[config.mk]
export PLATFORM = sky130hd
export DESIGN_NAME = variable_chooser_param
export DESIGN_NICKNAME = d
export VERILOG_FILES = /design/src/rtl/variable_chooser_param.sv
export SDC_FILE = /design/constraint.sdc
export NUM_CORES = 1
export LEC_CHECK = 0
export CAP_MARGIN = 10
export CORE_MARGIN = 3
export CORE_UTILIZATION = 35
export CTS_BUF_LIST = sky130_fd_sc_hd__clkbuf_16
export DETAILED_ROUTE_END_ITERATION = 12
export DONT_BUFFER_PORTS = 1
export PLACE_DENSITY_LB_ADDON = 0.12
export SYNTH_ARGS = -nofsm -noshare
export SYNTH_HDL_FRONTEND = slang
export SYNTH_SLANG_ARGS = --single-unit
[constraint.sdc]
create_clock -name in_clock -period 2.8 [get_ports in_clock]
set_input_delay 0.14 -clock in_clock [delete_from_list [all_inputs] [get_ports in_clock]]
set_output_delay 0.14 -clock in_clock [all_outputs]
set_load 0.05 [all_outputs]
[src/rtl/variable_chooser_param.sv]
// Uniform random variable chooser: an LFSR feeds rejection sampling over an
// eligibility mask. A deterministic fallback to the lowest eligible index
// caps the draw time. The result is held on a valid/ready handshake.
module variable_chooser_param #(
  parameter int NUM_BOOL  = 2,
  parameter int NUM_INT   = 3,
  parameter int IDX_W     = 8,
  parameter int LFSR_W    = 16,
  parameter int MAX_TRIES = 8
) (
  input  logic                         in_clock,
  input  logic                         in_reset_n,
  input  logic                         in_seed_load,
  input  logic [LFSR_W-1:0]            in_seed,
  input  logic                         in_request,
  input  logic [NUM_BOOL+NUM_INT-1:0]  in_eligible_mask,
  output logic                         out_valid,
  input  logic                         in_ready,
  output logic                         out_boolean_or_integer,
  output logic [IDX_W-1:0]             out_choosen_index,
  output logic [IDX_W-1:0]             out_general_index,
  output logic                         out_no_eligible,
  output logic                         out_busy
);

  localparam int TOTAL = NUM_BOOL + NUM_INT;
  localparam int GW    = (TOTAL > 1) ? $clog2(TOTAL) : 1;
  localparam int MW    = 1 << GW;
  localparam int TW    = (MAX_TRIES > 1) ? $clog2(MAX_TRIES + 1) : 1;
  localparam logic [LFSR_W-1:0] TAPS = LFSR_W'(32'h0000_B400);

  typedef enum logic [1:0] {IDLE, DRAW, PRESENT} state_t;

  state_t             state, state_d;
  logic [LFSR_W-1:0]  lfsr, lfsr_next;
  logic [TOTAL-1:0]   mask_q, mask_d;
  logic [TW-1:0]      tries_q, tries_d;
  logic [GW-1:0]      cand, fb_idx, pick;
  logic [MW-1:0]      mask_ext;
  logic               hit;
  logic [IDX_W-1:0]   pick_g, pick_loc;
  logic               pick_bool;
  logic [IDX_W-1:0]   gen_q, gen_d, loc_q, loc_d;
  logic               bool_q, bool_d, noel_q, noel_d;

  // Galois LFSR step; the candidate is the low bits of the next state
  always_comb lfsr_next = (lfsr >> 1) ^ (lfsr[0] ? TAPS : '0);

  assign cand     = lfsr_next[GW-1:0];
  // Zero-extending the mask makes out-of-range candidates miss naturally
  assign mask_ext = MW'(mask_q);
  assign hit      = mask_ext[cand];

  // Lowest-numbered eligible index, used once the try budget is spent
  always_comb begin
    fb_idx = '0;
    for (int i = TOTAL - 1; i >= 0; i--)
      if (mask_q[i]) fb_idx = GW'(i);
  end

  // Split the chosen global index into type flag and type-local index
  always_comb begin
    pick      = hit ? cand : fb_idx;
    pick_g    = IDX_W'(pick);
    pick_bool = pick_g < IDX_W'(NUM_BOOL);
    pick_loc  = pick_bool ? pick_g : pick_g - IDX_W'(NUM_BOOL);
  end

  // Next-state and result computation
  always_comb begin
    state_d = state;
    mask_d  = mask_q;
    tries_d = tries_q;
    gen_d   = gen_q;
    loc_d   = loc_q;
    bool_d  = bool_q;
    noel_d  = noel_q;
    unique case (state)
      IDLE: begin
        if (in_request) begin
          mask_d  = in_eligible_mask;
          tries_d = '0;
          state_d = DRAW;
        end
      end
      DRAW: begin
        if (mask_q == '0) begin
          noel_d  = 1'b1;
          gen_d   = '0;
          loc_d   = '0;
          bool_d  = 1'b0;
          state_d = PRESENT;
        end else if (hit || tries_q == TW'(MAX_TRIES - 1)) begin
          noel_d  = 1'b0;
          gen_d   = pick_g;
          loc_d   = pick_loc;
          bool_d  = pick_bool;
          state_d = PRESENT;
        end else begin
          tries_d = tries_q + TW'(1);
        end
      end
      PRESENT: begin
        if (in_ready) begin
          if (in_request) begin
            mask_d  = in_eligible_mask;
            tries_d = '0;
            state_d = DRAW;
          end else begin
            state_d = IDLE;
          end
        end
      end
      default: state_d = IDLE;
    endcase
  end

  // State, LFSR and result registers; seed load aborts any draw in flight
  always_ff @(posedge in_clock or negedge in_reset_n) begin
    if (!in_reset_n) begin
      state   <= IDLE;
      lfsr    <= LFSR_W'(1);
      mask_q  <= '0;
      tries_q <= '0;
      gen_q   <= '0;
      loc_q   <= '0;
      bool_q  <= 1'b0;
      noel_q  <= 1'b0;
    end else if (in_seed_load) begin
      lfsr  <= (in_seed == '0) ? LFSR_W'(1) : in_seed;
      state <= IDLE;
    end else begin
      state   <= state_d;
      mask_q  <= mask_d;
      tries_q <= tries_d;
      gen_q   <= gen_d;
      loc_q   <= loc_d;
      bool_q  <= bool_d;
      noel_q  <= noel_d;
      if (state == DRAW) lfsr <= lfsr_next;
    end
  end

  assign out_valid              = (state == PRESENT);
  assign out_busy               = (state == DRAW);
  assign out_no_eligible        = noel_q && (state == PRESENT);
  assign out_general_index      = gen_q;
  assign out_choosen_index      = loc_q;
  assign out_boolean_or_integer = bool_q;

endmodule

==> results.toml, run 1 <==
[outcome]
status = "complete, no violations"

[synthesis]
synth-simple-area-share_pct = 17.7
muxShareOfSynthArea_pct = 15.5
async_flop_share_pct = 100
synth.distinct_cells = 42
synth-seq-cells = 34
syn_inst = 185
synth_compound_gate_area_share_pct = 11.8
synth_edf_count = 0
synth_adder_area_share_pct = 0.664
synth_xor_area_share_pct = 1.39
synth_seq_area_share_pct = 45.2
ys.flop_type = "dfrtp_1"
yosysWarnings = 0
synth_top_family_by_area = "simple AND/OR/NAND/NOR gates"
avgSynthCellArea_um2 = 10.2
syn-cell-area_um2 = 1880

[layout]
drive_gt1_share_pct = 16.3
antennaDiodeCount = 0
fin_nets = 229
synthToLayoutAreaGrowth_pct = 18.1
fillers = 491
ff_latch_area_um2 = 852
multi_input_area_um2 = 925

[timing]
rsz0062_at_grt = "false"
fin_skew_ns = 0.00539
tightest_slew_ns = 0.895
fin_crit_sh_pct = 74.7
period_minus_slack_ns = 2.09
hold_slack_ns = 0.00387
fin_setup_tns_ns = 0
hold_violations = 0
max_freq_mhz = 478
drv_slew = 0
setup_viol = 0
fin_ws_ns = 0.708
maxSlewHeadroom_pct = 40.3

[route]
routed-via-count = 1347
ant_nets = 0
firstDrtPassIters = 4
drt-initial-drc-count = 76
vias_per_cell = 4.93
post_drt_wl_per_cell_um = 14.3
drcViolationCount = 0
routed_wl_um = 3900

[clock_network]
clk_latency_ns = 0.27
clk_path_buf_depth = 2
htree_levels = 2
path_clk_slew_ns = 0.05
cts.sinks = 34
ctsResizeCount = 0
post_cts_buffers = 0
cts_buffers = 5
root_buffer = "clkbuf_16"
hold_buffers = 18
cts_tree = "built"

[placed_design]
port_buffers = 0
dp_hpwl_um = 2720
gp_congestion = 0.739
pre_cts_ws_ns = 0.714

[pwr]
power_density_nw_per_um2 = 858
power_frac_comb_pct = 26.8
swShare_pct = 37.7
vdd_drop_max_uv = 446
p_switching_uw = 720
clkPwrFrac_pct = 26.5
power_frac_seq_pct = 46.7
p_int_mw = 1.19
p_leak_nw = 0.986

[grt]
grt_pass1_vias = 1347
grt_pass1_wl_um = 6660
gr-usage-all-layers_pct = 13.7
grt_overflow = 0
antenna_found_initial = 0
grt_max_degree = 35

[hold_path]
hold_path_class = "in2reg"

[run]
maxCapViolCount = 0

[floorplanning]
core_um2 = 5170
die_h_um = 79.4
die_area_um2 = 6300
io_pins = 46
initial_utilization_pct = 36.4
rows = 26
die_x_um = 79.4

[setup_path]
cp-end-kind = "flop"
cp_max_fo = 8
path_class = "reg2reg"
cp-start-kind = "flop"
required_ns = 2.95
cp.arrival_ns = 2.24
## path summary, 6_finish.rpt
| kind | depth (start not counted) | to | startpoint | slack, ns |
|---|---|---|---|---|
| max | 4 | out_general_index[1] | mask_q[0] | 0.71 |
| min | 2 | lfsr[9] | in_seed_load | 0.004 |
| max reg2reg | 4 | out_general_index[1] | mask_q[0] | 0.71 |
| min reg2reg | 1 | noel_q | noel_q | 0.51 |
| max in group asynchronous | 2 | lfsr[0] | in_reset_n | 2.23 |
| min in group asynchronous | 2 | lfsr[13] | in_reset_n | 0.33 |
## final cells by class
| cell class | instances | share of cell area, % |
|---|---|---|
| multi-input cells | 137 | 41.5 |
| clock inverters | 3 | 0.562 |
| flip-flops and latches | 34 | 38.3 |
| inverters | 3 | 0.506 |
| clock buffers | 5 | 5.62 |
| well taps | 70 | 3.93 |
| repair buffers | 21 | 9.56 |
## cell usage after synthesis (all sizes together) (4+ instances only)
library cell	instances	area (µm²)
nand3	4	20.0
a21oi	6	30.0
mux2i	13	130
nor4	4	25.0
nor2	7	26.3
clkbuf	5	18.8
o21ai	19	95.1
o211ai	4	48.8
nand2b	4	25.0
nand2	23	86.3
dfrtp	33	826
buf	15	111
mux2	14	161
## stage by stage
step / power [mW] / util, % / instance area [µm²] / instances
4_1_cts: 1.94 / 43.0 / 2230 / 273
2_1_floorplan: 1.32 / - / 1920 / 194
5_1_grt: 2.04 / 43.0 / 2230 / 273
6_report: 1.91 / 43.0 / 2230 / 273
3_5_place_dp: 1.38 / 36.7 / 1900 / 247
3_3_place_gp: 1.37 / 36.7 / 1900 / 247
## critical path, cell delays in order (launching register included)
cell	delay [ns]
dfrtp_1	0.42
or4_4	0.59
o211ai_4	0.27
o21a_1	0.32
mux2_2	0.37
## cells in the final DEF, fill, tap and decap left out, drive strengths merged
cell type and n:
nor2 7, ha 1, and4bb 1, conb 10, nor2b 3, and2b 1, clkbuf 5, o211ai 4
dfrtp 33, a21oi 6, mux2 14, nor3 3, o41ai 1, dlygate4sd3 17, or4 3, a31oi 1
mux2i 13, a22o 1, nand3b 3, nand2 23, clkinv 3, dfstp 1, a211oi 1, nor4 4
buf 4, nand4bb 1, o21ai 19, xnor2 3, and2 1, a41o 1, nand3 4, nand2b 4
o21a 1, or3 2, nor3b 1, inv 3
## power by group through the flow
stage | clock, mW | sequential, mW | combinational, mW
finish | 0.505 | 0.892 | 0.512
global route | 0.551 | 0.917 | 0.577
CTS | 0.526 | 0.895 | 0.519
detailed placement | 0 | 0.903 | 0.480
global placement | 0 | 0.894 | 0.475
floorplan | 0 | 0.838 | 0.482
## state kept, by name (all words and copies together), names as in the netlist
register,flops
lfsr,16
mask_q,5
tries_q,4
out_choosen_index,3
out_general_index,2
state,2
noel_q,1
out_boolean_or_integer,1
## layer usage
layer / part of all wire, % / track usage, % / vias up / wire, µm
met5: 0 / 0 / - / 0
met4: 1.1 / 4.64 / 0 / 42
met3: 5.9 / 4.51 / 6 / 229
met2: 45 / 21.5 / 33 / 1770
met1: 48 / 17.8 / 640 / 1860
li1: - / - / 668 / -
## cell families (layout without fill, tap and decap cells)
family,count (synthesis),in the layout
flops,34,34
compound gates,35,35
other cells,1,10
xor+xnor,3,3
buf+inv,23,32
mux,27,27
simple gates,61,61
fa+ha+maj,1,1
Power figures use the tool's default switching activity.
==> run 2, diff against run 1 <==
==> constraint.sdc (replaced) <==
create_clock -name in_clock -period 1.9 [get_ports in_clock]
set_input_delay 0.095 -clock in_clock [delete_from_list [all_inputs] [get_ports in_clock]]
set_output_delay 0.095 -clock in_clock [all_outputs]
set_load 0.05 [all_outputs]
==> results.toml, run 2 (synthesized netlist as in run 1, its figures left out) <==
[grt]
grt_pass1_vias = 1514
gr-usage-all-layers_pct = 14.3
antenna_found_initial = 0
grt_overflow = 0
grt_max_degree = 35
grt_pass1_wl_um = 6990

[setup_path]
cp-start-kind = "flop"
cp-end-kind = "flop"
cp_max_fo = 7
crit_family = "simple AND/OR/NAND/NOR gates"
path_class = "reg2reg"
path_cells = "or4_4, o211ai_4, o21a_2, mux2_2"
path_buf_inv = 0
cp_slowest_cell = "or4_4"
required_ns = 2.05
cp.arrival_ns = 1.99
critPathMaxStageDelay_ns = 0.57

[timing]
period_minus_slack_ns = 1.83
maxSlewHeadroom_pct = 35.2
max_freq_mhz = 545
tightest_slew_ns = 0.969
fin_crit_sh_pct = 96.5
hold_slack_ns = 0.0372
fin_skew_ns = 0.00585
setup_viol = 0
rsz0062_at_grt = "false"
drv_slew = 0
hold_violations = 0

[layout]
fin_nets = 246
antennaDiodeCount = 0
top_register = "lfsr"
layout_commonest_cell = "dfrtp_1"
reg_top3 = "lfsr: 16 flops, mask_q: 5 flops, tries_q: 4 flops"
largest_reg_flops = 16
drive_gt1_share_pct = 20.5
fin_cells = 290
final_cell_mix = "33 x dfrtp_1, 23 x nand2_1, 23 x dlygate4sd3_1, 18 x o21ai_0"
synthToLayoutAreaGrowth_pct = 26.4

[clock_network]
root_buffer = "clkbuf_16"
clk_path_buf_depth = 2
htree_levels = 2
cts_tree = "built"
cts_buffers = 5
clk_latency_ns = 0.28
path_clk_slew_ns = 0.05
cts.sinks = 34

[route]
drt-initial-drc-count = 53
drcViolationCount = 0
post_drt_wl_per_cell_um = 13.7
routed-via-count = 1433
ant_nets = 0
routed_wl_um = 3960
vias_per_cell = 4.94
firstDrtPassIters = 4

[placed_design]
dp_hpwl_um = 2830
post-place-cells = 258
gp_congestion = 0.742
port_buffers = 0

[pwr]
p_leak_nw = 1.07
finalPower_mw = 2.94
vdd_drop_max_uv = 572
power_density_nw_per_um2 = 1230

[floorplanning]
die_area_um2 = 6300
rows = 26
die_h_um = 79.4
die_x_um = 79.4
core_um2 = 5170
io_pins = 46
initial_utilization_pct = 36.4

[hold_path]
hold_path_class = "in2reg"

[run]
maxCapViolCount = 0

[outcome]
status = "complete, no violations"
## run 2: cell count changes in the layout (fill, tap and decap cells not counted)
cell / delta
o21a_1: -1
o21ai_1: +1
buf_12: +1
buf_4: +10
o21ai_0: -1
o21a_2: +1
dlygate4sd3_1: +6
## run 2: through the flow
stage          TNS (ns)  worst slack [ns]  area [µm²]  util (%)
3_3_place_gp          0            0.0278        1990      38.5
5_1_grt               0           0.00891        2380      46.1
3_5_place_dp    -0.0307           -0.0116        1990      38.5
6_report              0            0.0658        2380      46.1
2_1_floorplan         0           0.00581        1920         -
4_1_cts               0            0.0735        2380      46.1
## run 2: path summary, 6_finish.rpt
| kind | cells after the start | to | slack (ns) | startpoint |
|---|---|---|---|---|
| worst max-delay path | 4 | out_general_index[1] | 0.07 | mask_q[0] |
| worst min-delay path | 3 | lfsr[0] | 0.04 | in_seed[0] |
| worst max register to register | 4 | out_general_index[1] | 0.07 | mask_q[0] |
| worst min register to register | 1 | noel_q | 0.50 | noel_q |
| max in group asynchronous | 2 | lfsr[0] | 1.39 | in_reset_n |
| min in group asynchronous | 2 | lfsr[9] | 0.26 | in_reset_n |
## run 2: layout make-up
type | instances | area [µm²]
Fill cell | 500 | 2790
Multi-Input combinational cell | 137 | 926
Sequential cell | 34 | 852
Timing Repair Buffer | 38 | 368
Clock buffer | 5 | 125
Tap cell | 70 | 87.6
Clock inverter | 3 | 12.5
Inverter | 3 | 11.3
## run 2: power by group
part	leakage, nW	internal [mW]	total (mW)	switching, mW
Combinational	0.575	0.453	0.973	0.520
Clock	0.0724	0.473	0.756	0.283
Sequential	0.424	0.916	1.21	0.294
## run 2: tightest hold or removal path, delay by kind of cell
family | cells | cell delay (ns)
simple gates | 1 | 0.05
compound gates | 2 | 0.13
## run 2: timing repair
action	CTS	global route
setup endpoints to repair	6	1
buffers inserted	0	0
hold buffers	24	0
hold endpoints to repair	56	0
resized for setup	1	1
## run 2: metal layers
metal	global-route usage [%]	wire length, µm	up-vias
li1	-	-	702
met1	17.2	1760	692
met2	24.7	1950	35
met3	4.06	212	4
met4	4.64	43	0
met5	0	0	-
==> run 3, diff against run 2 <==
==> constraint.sdc (replaced) <==
create_clock -name in_clock -period 1.9 [get_ports in_clock]
set_input_delay 0.38 -clock in_clock [delete_from_list [all_inputs] [get_ports in_clock]]
set_output_delay 0.38 -clock in_clock [all_outputs]
set_load 0.05 [all_outputs]
==> results.toml, run 3 (synthesized netlist as in run 1, its figures left out) <==
[placed_design]
port_buffers = 0
pre_cts_ws_ns = -0.0265
gp_congestion = 0.767
dp_hpwl_um = 2890

[floorplanning]
io_pins = 46
rows = 26
die_x_um = 79.4
initial_utilization_pct = 36.4
die_h_um = 79.4
die_area_um2 = 6300
core_um2 = 5170

[route]
routed-via-count = 1364
drcViolationCount = 0
ant_nets = 0
drt-initial-drc-count = 66
vias_per_cell = 5.13
routed_wl_um = 3810
post_drt_wl_per_cell_um = 14.3
firstDrtPassIters = 4

[timing]
fin_crit_sh_pct = 96.3
fin_ws_ns = 0.0712
hold_violations = 0
rsz0062_at_grt = "false"
drv_slew = 0
max_freq_mhz = 547
tightest_slew_ns = 0.897
setup_viol = 0
maxSlewHeadroom_pct = 40.2
period_minus_slack_ns = 1.83
fin_skew_ns = 0.00325

[pwr]
p_leak_nw = 0.968
power_density_nw_per_um2 = 1330
finalPower_mw = 2.88
vdd_drop_max_uv = 629

[grt]
gr-usage-all-layers_pct = 13.6
grt_pass1_wl_um = 6530
grt_pass1_vias = 1399
grt_overflow = 0
antenna_found_initial = 0
grt_max_degree = 38

[outcome]
status = "complete, no violations"

[layout]
layout_commonest_cell = "dfrtp_1"
reg_top3 = "lfsr: 16 flops, mask_q: 5 flops, tries_q: 4 flops"
synthToLayoutAreaGrowth_pct = 14.7
top_register = "lfsr"
fillers = 500
largest_reg_flops = 16
final_cell_mix = "33 x dfrtp_1, 23 x nand2_1, 19 x o21ai_0, 13 x mux2_2, 13 x mux2i_1"
drive_gt1_share_pct = 22.4
fin_nets = 222
antennaDiodeCount = 0

[clock_network]
htree_levels = 2
path_clk_slew_ns = 0.05
cts_tree = "built"
cts_buffers = 5
clk_latency_ns = 0.28
root_buffer = "clkbuf_16"
cts.sinks = 34
clk_path_buf_depth = 2

[setup_path]
path_class = "reg2reg"
cp-end-kind = "flop"
required_ns = 2.06
cp.arrival_ns = 1.99
cp_max_fo = 7
cp-start-kind = "flop"

[hold_path]
hold_path_class = "in2reg"

[run]
maxCapViolCount = 0
==> run 3: power breakdown <==
part | internal (mW) | switching, mW | total (mW)
registers | 0.915 | 0.382 | 1.30
clock network | 0.471 | 0.278 | 0.748
logic | 0.420 | 0.419 | 0.839
total | 1.81 | 1.08 | 2.88
==> run 3: area by class of cell <==
type                       instances  area (µm²)  area share, %
clock buffer                       5         125           5.79
clock inverter                     3        11.3          0.521
inverter                           3        11.3          0.521
multi-input combinational        137         930           43.0
sequential                        34         852           39.4
tap                               70        87.6           4.05
timing repair buffer              14         145           6.71
==> run 3: final timing paths <==
kind / startpoint / end / slack, ns / depth (start not counted)
hold / removal: in_seed_load / state[1] / 0.16 / 1
max in group asynchronous: in_reset_n / lfsr[0] / 1.10 / 2
min in group asynchronous: in_reset_n / lfsr[9] / 0.55 / 2
hold reg to reg: noel_q / noel_q / 0.50 / 1
setup / recovery: mask_q[0] / out_general_index[2] / 0.07 / 4
setup reg to reg: mask_q[0] / out_general_index[2] / 0.07 / 4
==> run 3: worst max-delay path, stage by stage, from the launching register on <==
cell      delay, ns
dfrtp_1        0.37
or4_4          0.57
o211ai_4       0.18
o21a_2         0.23
mux2_2         0.36
==> run 3: timing repair <==
action	in CTS	in global routing
endpoints found under the hold margin	34	0
endpoints found under the setup margin	6	6
cloned	0	0
gates resized for setup	1	1
hold buffers	2	0
setup buffers	0	0
==> run 3: layer usage <==
metal / vias to the layer above / global-route usage, % / wire (µm)
met1: 663 / 16.4 / 1640
li1: 654 / - / -
met4: 0 / 6.53 / 64
met3: 7 / 5.08 / 284
met2: 40 / 21.5 / 1820
met5: - / 0 / 0
==> run 3: metrics by stage <==
step | cells | hold WS, ns | util [%] | setup TNS (ns) | instance area (µm²)
2_1_floorplan | 194 | 0.0844 | - | 0 | 1920
3_3_place_gp | 256 | 0.0856 | 38.5 | 0 | 1990
3_5_place_dp | 256 | 0.0856 | 38.5 | -0.0933 | 1990
4_1_cts | 266 | 0.155 | 41.8 | 0 | 2160
5_1_grt | 266 | 0.153 | 41.8 | 0 | 2160
6_report | 266 | 0.161 | 41.8 | 0 | 2160
